**src/rtl/cdc_pkg.sv**
```systemverilog
// cdc_pkg: shared state encoding and default parameters for the CDC multi-cycle-path sender.
package cdc_pkg;
    typedef enum logic [1:0] {IDLE, LAUNCH, WAIT_ACK} sender_state_t;
    localparam int DEF_WIDTH          = 5;
    localparam int DEF_DEPTH          = 4;
    localparam int DEF_SYNC_STAGES    = 2;
    localparam int DEF_TIMEOUT_CYCLES = 1024;
endpackage

```
**src/rtl/sync_bit.sv**
```systemverilog
// sync_bit: multi-flop synchronizer for one asynchronous level; only the last stage is used.
module sync_bit #(
    parameter int STAGES = 2
) (
    input  logic clk_i,
    input  logic rst_i,
    input  logic d_i,
    output logic q_o
);
    logic [STAGES-1:0] sync_q;
    always_ff @(posedge clk_i or posedge rst_i) begin
        if (rst_i) sync_q <= '0;
        else       sync_q <= {sync_q[STAGES-2:0], d_i};
    end
    assign q_o = sync_q[STAGES-1];
endmodule

```
**src/rtl/cdc_mcp_sender.sv**
```systemverilog
// cdc_mcp_sender: FIFO-buffered words are launched with a request toggle and held on DATA_O
// until the synchronized acknowledge toggle matches, with a sticky acknowledge timeout.
module cdc_mcp_sender
    import cdc_pkg::*;
#(
    parameter int WIDTH          = DEF_WIDTH,
    parameter int DEPTH          = DEF_DEPTH,
    parameter int SYNC_STAGES    = DEF_SYNC_STAGES,
    parameter int TIMEOUT_CYCLES = DEF_TIMEOUT_CYCLES
) (
    input  logic             CLK_I,
    input  logic             RST_I,
    input  logic [WIDTH-1:0] DATA_I,
    input  logic             VALID_I,
    output logic             READY_O,
    output logic [WIDTH-1:0] DATA_O,
    output logic             REQ_O,
    input  logic             ACK_I,
    input  logic             CLR_I,
    output logic             BUSY_O,
    output logic             TIMEOUT_O
);
    localparam int AW = $clog2(DEPTH);
    localparam int PW = AW + 1;
    localparam int CW = $clog2(TIMEOUT_CYCLES + 2);
    localparam logic [CW-1:0] CNT_MAX = CW'(TIMEOUT_CYCLES);

    sender_state_t    state_q;
    logic [WIDTH-1:0] mem_q [DEPTH];
    logic [WIDTH-1:0] data_q;
    logic [PW-1:0]    wr_q, wr_d, rd_q, rd_d;
    logic [CW-1:0]    cnt_q;
    logic             req_q, timeout_q, ack_s, empty, full, push, pop, acked, hit;

    sync_bit #(.STAGES(SYNC_STAGES)) u_ack_sync (
        .clk_i(CLK_I),
        .rst_i(RST_I),
        .d_i  (ACK_I),
        .q_o  (ack_s)
    );

    always_comb begin
        empty     = wr_q == rd_q;
        full      = (wr_q[AW] != rd_q[AW]) && (wr_q[AW-1:0] == rd_q[AW-1:0]);
        acked     = ack_s == req_q;
        push      = VALID_I && !full;
        pop       = !empty && (state_q == IDLE || (state_q == WAIT_ACK && acked));
        hit       = TIMEOUT_CYCLES != 0 && state_q == WAIT_ACK && !acked && cnt_q == CNT_MAX - CW'(1);
        wr_d      = wr_q + PW'(push);
        rd_d      = rd_q + PW'(pop);
        READY_O   = !full && !RST_I;
        BUSY_O    = state_q != IDLE || !empty;
        DATA_O    = data_q;
        REQ_O     = req_q;
        TIMEOUT_O = timeout_q;
    end

    always_ff @(posedge CLK_I) begin
        if (push) mem_q[wr_q[AW-1:0]] <= DATA_I;
    end

    // The counter saturates so a cleared timeout is not re-raised by the same stuck transfer.
    always_ff @(posedge CLK_I or posedge RST_I) begin
        if (RST_I) begin
            state_q   <= IDLE;
            wr_q      <= '0;
            rd_q      <= '0;
            data_q    <= '0;
            req_q     <= 1'b0;
            cnt_q     <= '0;
            timeout_q <= 1'b0;
        end else begin
            wr_q      <= wr_d;
            rd_q      <= rd_d;
            timeout_q <= hit ? 1'b1 : CLR_I ? 1'b0 : timeout_q;
            if (pop) data_q <= mem_q[rd_q[AW-1:0]];
            case (state_q)
                IDLE:     state_q <= pop ? LAUNCH : IDLE;
                LAUNCH: begin
                    req_q   <= !req_q;
                    cnt_q   <= '0;
                    state_q <= WAIT_ACK;
                end
                WAIT_ACK: begin
                    state_q <= !acked ? WAIT_ACK : pop ? LAUNCH : IDLE;
                    if (!acked && cnt_q != CNT_MAX) cnt_q <= cnt_q + CW'(1);
                end
                default:  state_q <= IDLE;
            endcase
        end
    end
endmodule

```
**config.mk**
```make
export PLATFORM = sky130hd
export DESIGN_NAME = cdc_mcp_sender
export DESIGN_NICKNAME = d
export VERILOG_FILES = /design/src/rtl/cdc_pkg.sv /design/src/rtl/sync_bit.sv /design/src/rtl/cdc_mcp_sender.sv
export SDC_FILE = /design/constraint.sdc
export NUM_CORES = 1
export LEC_CHECK = 0
export CAP_MARGIN = 30
export CORE_UTILIZATION = 40
export CTS_BUF_LIST = sky130_fd_sc_hd__clkbuf_8 sky130_fd_sc_hd__clkbuf_16
export CTS_CLUSTER_DIAMETER = 40
export DETAILED_ROUTE_END_ITERATION = 6
export GPL_ROUTABILITY_DRIVEN = 0
export PLACE_DENSITY_LB_ADDON = 0.15
export RECOVER_POWER = 25
export SLEW_MARGIN = 30
export SYNTH_ARGS = -nofsm -noshare
export SYNTH_HDL_FRONTEND = slang
export SYNTH_SLANG_ARGS = --single-unit
```
**constraint.sdc**
```tcl
create_clock -name CLK_I -period 1.7 [get_ports CLK_I]
set_input_delay 0.34 -clock CLK_I [delete_from_list [all_inputs] [get_ports CLK_I]]
set_output_delay 0.34 -clock CLK_I [all_outputs]
set_load 0.01 [all_outputs]
```
# After elaboration in Yosys (flattened, before gate mapping)
# Memory sizes are Yosys's and may differ from the RTL's. A register that Yosys moved wholly into a read port is not among the register bits.
# Cells that the tools add are included.
[word_totals]
input_bits = 10
mem_bits_rw = 20
reg_bits = 23
n_memories = 1
word_cells = 49
out_inout_bits = 9
[op_classes]
addsub = 3
n_reduce_logical = 20
n_eq_ne = 9
muxes = 9
[memory_table]
columns = ["name", "depth", "word_bits", "read_ports", "rd_clocked_by_memory_dff", "wr", "line_no", "text"]
rows = [
  ["mem_q", 4, 5, 1, 1, 1, "cdc_mcp_sender.sv:29", "logic [WIDTH-1:0] mem_q [DEPTH];"],
]
[ops]
columns = ["op", "count"]
rows = [
  ["$pmux W11 S2", 1],
  ["$add A11 B1 Y11 const B", 1],
  ["$eq A11 B10 Y1 const B", 1],
  ["$mux W11", 1],
  ["$ne A11 B11 Y1 const B", 1],
  ["$logic_and A1 B1 Y1", 8],
  ["$add A3 B1 Y3", 2],
  ["$pmux W2 S3", 1],
  ["$reduce_bool A2 Y1", 3],
  ["$logic_not A1 Y1", 5],
  ["$mux W1", 5],
  ["$eq A3 B3 Y1", 1],
  ["$eq A2 B1 Y1 const B", 1],
  ["$eq A2 B2 Y1", 1],
  ["$eq A2 B2 Y1 const B", 1],
  ["$logic_not A2 Y1", 1],
  ["$logic_or A1 B1 Y1", 2],
  ["$mux W2", 1],
  ["$ne A2 B1 Y1 const B", 1],
  ["$reduce_and A2 Y1", 1],
  ["$eq A1 B1 Y1", 1],
  ["$ne A1 B1 Y1", 1],
]

# Logic depth before layout (Yosys ltp)
[logic_depth]
ltp_word = 7
ltp_mapped = 8
depth_no_buf = 7

# Hierarchy
# Synthesis repeated with hierarchy kept, for this count alone.
[unflattened]
cells_unflattened = 162
hier_area_um2 = 2115.8
[modules_own_cells]
columns = ["mod", "instances", "cells_each", "seq_area_each_um2", "area_each_um2"]
rows = [
  ["cdc_mcp_sender", 1, 159, 1251.2, 2062.0],
  ["sync_bit", 1, 3, 50.0, 53.8],
]

# Worst setup path after synthesis
# No wires, ideal clock.
[synth_timing]
path_type = "reg-to-reg"
start = "register rd_q[1]"
end = "memory mem_q[2][0] (netlist bit) (enable)"
arrival_ns = 1.358
path_slack_ns = -0.033
stages_incl_launch_ff = 6
required_time_ns = 1.325
setup_time_ns = 0.375
period_less_slack_ns = 1.733
cell_sequence = "dfrtp_1 > clkbuf_1 > xnor2_1 > nand3_1 > nand2_1 > nor3b_1"
[synth_between]
elab_chain_len = 6
[synth_rtl]
columns = ["element", "line_no", "text"]
rows = [
  ["from (decl)", "cdc_mcp_sender.sv:31", "logic [PW-1:0] wr_q, wr_d, rd_q, rd_d;"],
  ["from (signal assigned)", "cdc_mcp_sender.sv:74", "rd_q <= rd_d;"],
  ["$eq A2 B2 Y1", "cdc_mcp_sender.sv:44", "full = (wr_q[AW] != rd_q[AW]) && (wr_q[AW-1:0] == rd_q[AW-1:0]);"],
  ["$logic_and A1 B1 Y1", "cdc_mcp_sender.sv:44", ""],
  ["$logic_not A1 Y1", "cdc_mcp_sender.sv:46", "push = VALID_I && !full;"],
  ["$logic_and A1 B1 Y1", "cdc_mcp_sender.sv:46", ""],
  ["$mux W1", "cdc_mcp_sender.sv:59", "if (push) mem_q[wr_q[AW-1:0]] <= DATA_I;"],
  ["$mux W1 (not written as such)", "cdc_mcp_sender.sv:59", ""],
  ["to (decl)", "cdc_mcp_sender.sv:29", ""],
]
# No other way between the ends.

# Worst setup path after layout
[layout_timing]
start = "register wr_q[2]"
end = "output port BUSY_O"
[layout_between]
elab_chain_len = 3
[layout_rtl]
columns = ["element", "line_no", "text"]
rows = [
  ["from (decl)", "cdc_mcp_sender.sv:31", ""],
  ["from (signal assigned)", "cdc_mcp_sender.sv:73", "wr_q <= wr_d;"],
  ["$eq A3 B3 Y1", "cdc_mcp_sender.sv:43", "empty = wr_q == rd_q;"],
  ["$logic_not A1 Y1", "cdc_mcp_sender.sv:52", "BUSY_O = state_q != IDLE || !empty;"],
  ["$logic_or A1 B1 Y1", "cdc_mcp_sender.sv:52", ""],
  ["to (decl)", "cdc_mcp_sender.sv:20", "output logic BUSY_O,"],
]
# No other way between the ends.

==> results.sh <==
export IMPL_ys_types=40
export IMPL_htreeDepth=2
export IMPL_clock_sinks=48
export IMPL_drive_gt1_share_pct=32.7
export IMPL_rsz0062_at_grt="yes"
export IMPL_seq_area_um2=1300
export IMPL_r2r_cells=5
export IMPL_min_to="u_ack_sync.sync_q[1]"
export IMPL_die_y_um=74.1
export IMPL_die_area_um2=5490
export IMPL_rr_endpoint="cnt_q[6]"
export IMPL_holdPathStages=0
export IMPL_fp_row_count=25
export IMPL_maxCapViolations=0
export IMPL_min_path_type="reg2reg"
export IMPL_critPathCaptureType="output pin"
export IMPL_wl_per_cell_um=14.8
export IMPL_track_usage_pct=15.7
export IMPL_clock_path_buffers=2
export IMPL_drc=0
export IMPL_ios=19
export IMPL_netlist_instances=152
export IMPL_synth_seq_cells=48
export IMPL_ys_flop_type="dfrtp_1"
export IMPL_antenna_cells=0
export IMPL_holdBufCountCts=0
export IMPL_seq_area_frac_synth_pct=62.5
export IMPL_powerDensity_nw_per_um2=1630
export IMPL_yosysWarnings=0
export IMPL_worstMarginPinSlew_ns=0.709
export IMPL_slew_violations=0
export IMPL_syn_area_um2=2080
export IMPL_cp_data_arrival_time_ns=1.49
export IMPL_first_pass_iters=4
export IMPL_r2r_slack_ns=0.07
export IMPL_ys_async_sr_fraction_pct=58.3
export IMPL_timing_fmax_mhz=547
export IMPL_finalCriticalPeriod_ns=1.83
export IMPL_synth_avg_cell_area_um2=13.7
export IMPL_wl_um=3930
export IMPL_violations="negative setup slack"
export IMPL_vdd_ir_drop_max_mv=0.900
export IMPL_slew_headroom_pct=52.7
export IMPL_p_leak_nw=1.06
export IMPL_vias=1328
export IMPL_synth_edf_count=20
export IMPL_period_share_pct=107
export IMPL_antenna_found_initial=0
export IMPL_worstPathRequired_ns=1.36
export IMPL_status="finished, violations left"
export IMPL_grt_pass1_vias=1282
export IMPL_start_util_pct=42.9
export IMPL_drtIter0Drc=52
export IMPL_crit_path_max_fanout=2
export IMPL_layout_setup_ws_ns=-0.127
export IMPL_grt_pass1_wl_um=6190
export IMPL_nets=214
export IMPL_die_w_um=74.1
export IMPL_grt_max_degree=29
export IMPL_dp_hpwl_um=2810
export IMPL_area_growth_pct=26.7
export IMPL_synth_net_count=168
export IMPL_nFillCells=427
export IMPL_crit_path_start_kind="flip-flop"
export IMPL_setup_viol=1
export IMPL_total_power_mw=4.30
export IMPL_worstHoldStart="u_ack_sync.sync_q[0]"
export IMPL_hold_ws_ns=0.353
export IMPL_multi_input_area_um2=771
export IMPL_coreArea_um2=4850
export IMPL_clk_latency_ns=0.30
export IMPL_r2r_start="cnt_q[1]"
export IMPL_cts_clk_slew_worst_paths_ns=0.08
export IMPL_vias_per_cell=4.99
export IMPL_grt_ovfl_total=0
export IMPL_place_ws_ns=-0.169
export IMPL_cts_root_buffer="clkbuf_8"
export IMPL_worstSetupPathType="reg2out"
export IMPL_numCtsBuffers=5
export IMPL_clock_skew_ns=0.00904
export IMPL_antenna_left=0
export IMPL_portBuffers=18
export IMPL_tritoncts="done"
export IMPL_tns_ns=-0.127
export IMPL_hold_viol=0
==> per-layer routing <==
layer	wire length, um	vias up	GRT usage, %
met3	137	6	3.66
met2	2010	25	26.2
met1	1730	652	19.9
met5	0	-	0
met4	60	0	6.41
li1	-	645	-
==> per-stage QoR <==
stage | cells | utilization [%] | area, um^2
finish | 266 | 54.4 | 2640
global route | 266 | 54.4 | 2640
CTS | 263 | 53.2 | 2580
detailed placement | 254 | 51.4 | 2490
global placement | 254 | 51.4 | 2490
floorplan | 152 | - | 2090
==> synthesized netlist by cell type (2+ instances only) <==
master / count / area, um^2
mux4_2: 5 / 113
o21ai_0: 6 / 30.0
and3_1: 2 / 12.5
nand2_1: 8 / 30.0
nor3_1: 3 / 15.0
edfxtp_1: 20 / 601
nand4_1: 2 / 12.5
nor2b_1: 2 / 12.5
nand3_1: 4 / 20.0
nand2b_1: 2 / 12.5
nor2_1: 3 / 11.3
a21oi_1: 7 / 35.0
ha_1: 6 / 75.1
or4_1: 3 / 22.5
mux2_2: 5 / 56.3
nor3b_1: 2 / 15.0
inv_1: 11 / 41.3
dfrtp_1: 28 / 701
or3_2: 2 / 15.0
xnor2_1: 5 / 43.8
xor2_1: 3 / 26.3
buf_2: 2 / 10.0
o31ai_1: 3 / 22.5
or3_1: 2 / 12.5
==> sequential cells by signal, summed over array words and instances, names as in the netlist <==
name / flops
mem_q: 20
cnt_q: 11
DATA_O: 5
rd_q: 3
wr_q: 3
state_q: 2
u_ack_sync.sync_q: 2
REQ_O: 1
TIMEOUT_O: 1
==> critical path, stage by stage, from the launching register on <==
cell and delay [ns]:
dfrtp_1 0.39, xor2_1 0.17, nand3b_1 0.17, or3_1 0.32, buf_2 0.15
==> worst max path at each step <==
stage,from,end,slack (ns),cells past startpoint
2_1_floorplan,rd_q[1],mem_q[0][0],0.02,5
3_5_place_dp,wr_q[0],BUSY_O,-0.17,4
6_report,wr_q[2],BUSY_O,-0.13,4
5_1_grt,wr_q[2],BUSY_O,-0.19,4
4_1_cts,wr_q[2],BUSY_O,-0.16,4
3_3_place_gp,wr_q[0],BUSY_O,-0.15,4
==> layout by cell type (no fill, tap or decap), drive strengths merged, types with 8 or more instances in the layout <==
cell	Yosys	routed
a21oi	8	8
edfxtp	20	20
nand2	8	8
clkdlybuf4s50	0	9
inv	11	12
buf	3	26
dfrtp	28	28
==> cell type report <==
| class | instances | share of cell area, % |
|---|---|---|
| inverters | 11 | 1.57 |
| repair buffers | 43 | 13.4 |
| flip-flops and latches | 48 | 49.4 |
| well taps | 67 | 3.18 |
| clock inverters | 3 | 0.617 |
| multi-input cells | 89 | 29.2 |
| clock buffers | 5 | 2.61 |
==> repair_timing <==
item	CTS	global route
buffers inserted	1	3
gates resized for setup	11	11
pin swaps	0	3
endpoints found under the hold margin	0	0
endpoints found under the setup margin	4	14
==> kinds of logic after synthesis <==
family                     share of synthesized area, %
DFF                                                62.5
and+or+nand+nor                                    11.4
AOI/OAI and AO/OA                                  6.55
buffers and inverters                              3.19
muxes                                              8.60
xor gates and xnor gates                           4.15
adders and majority gates                          3.61
==> power by group <==
group | leakage (nW) | switching [mW] | internal [mW]
Combinational | 0.472 | 0.860 | 1.08
Clock | 0.0453 | 0.379 | 0.282
Sequential | 0.538 | 0.173 | 1.53
Note: power is estimated with default switching activity, not from simulation.
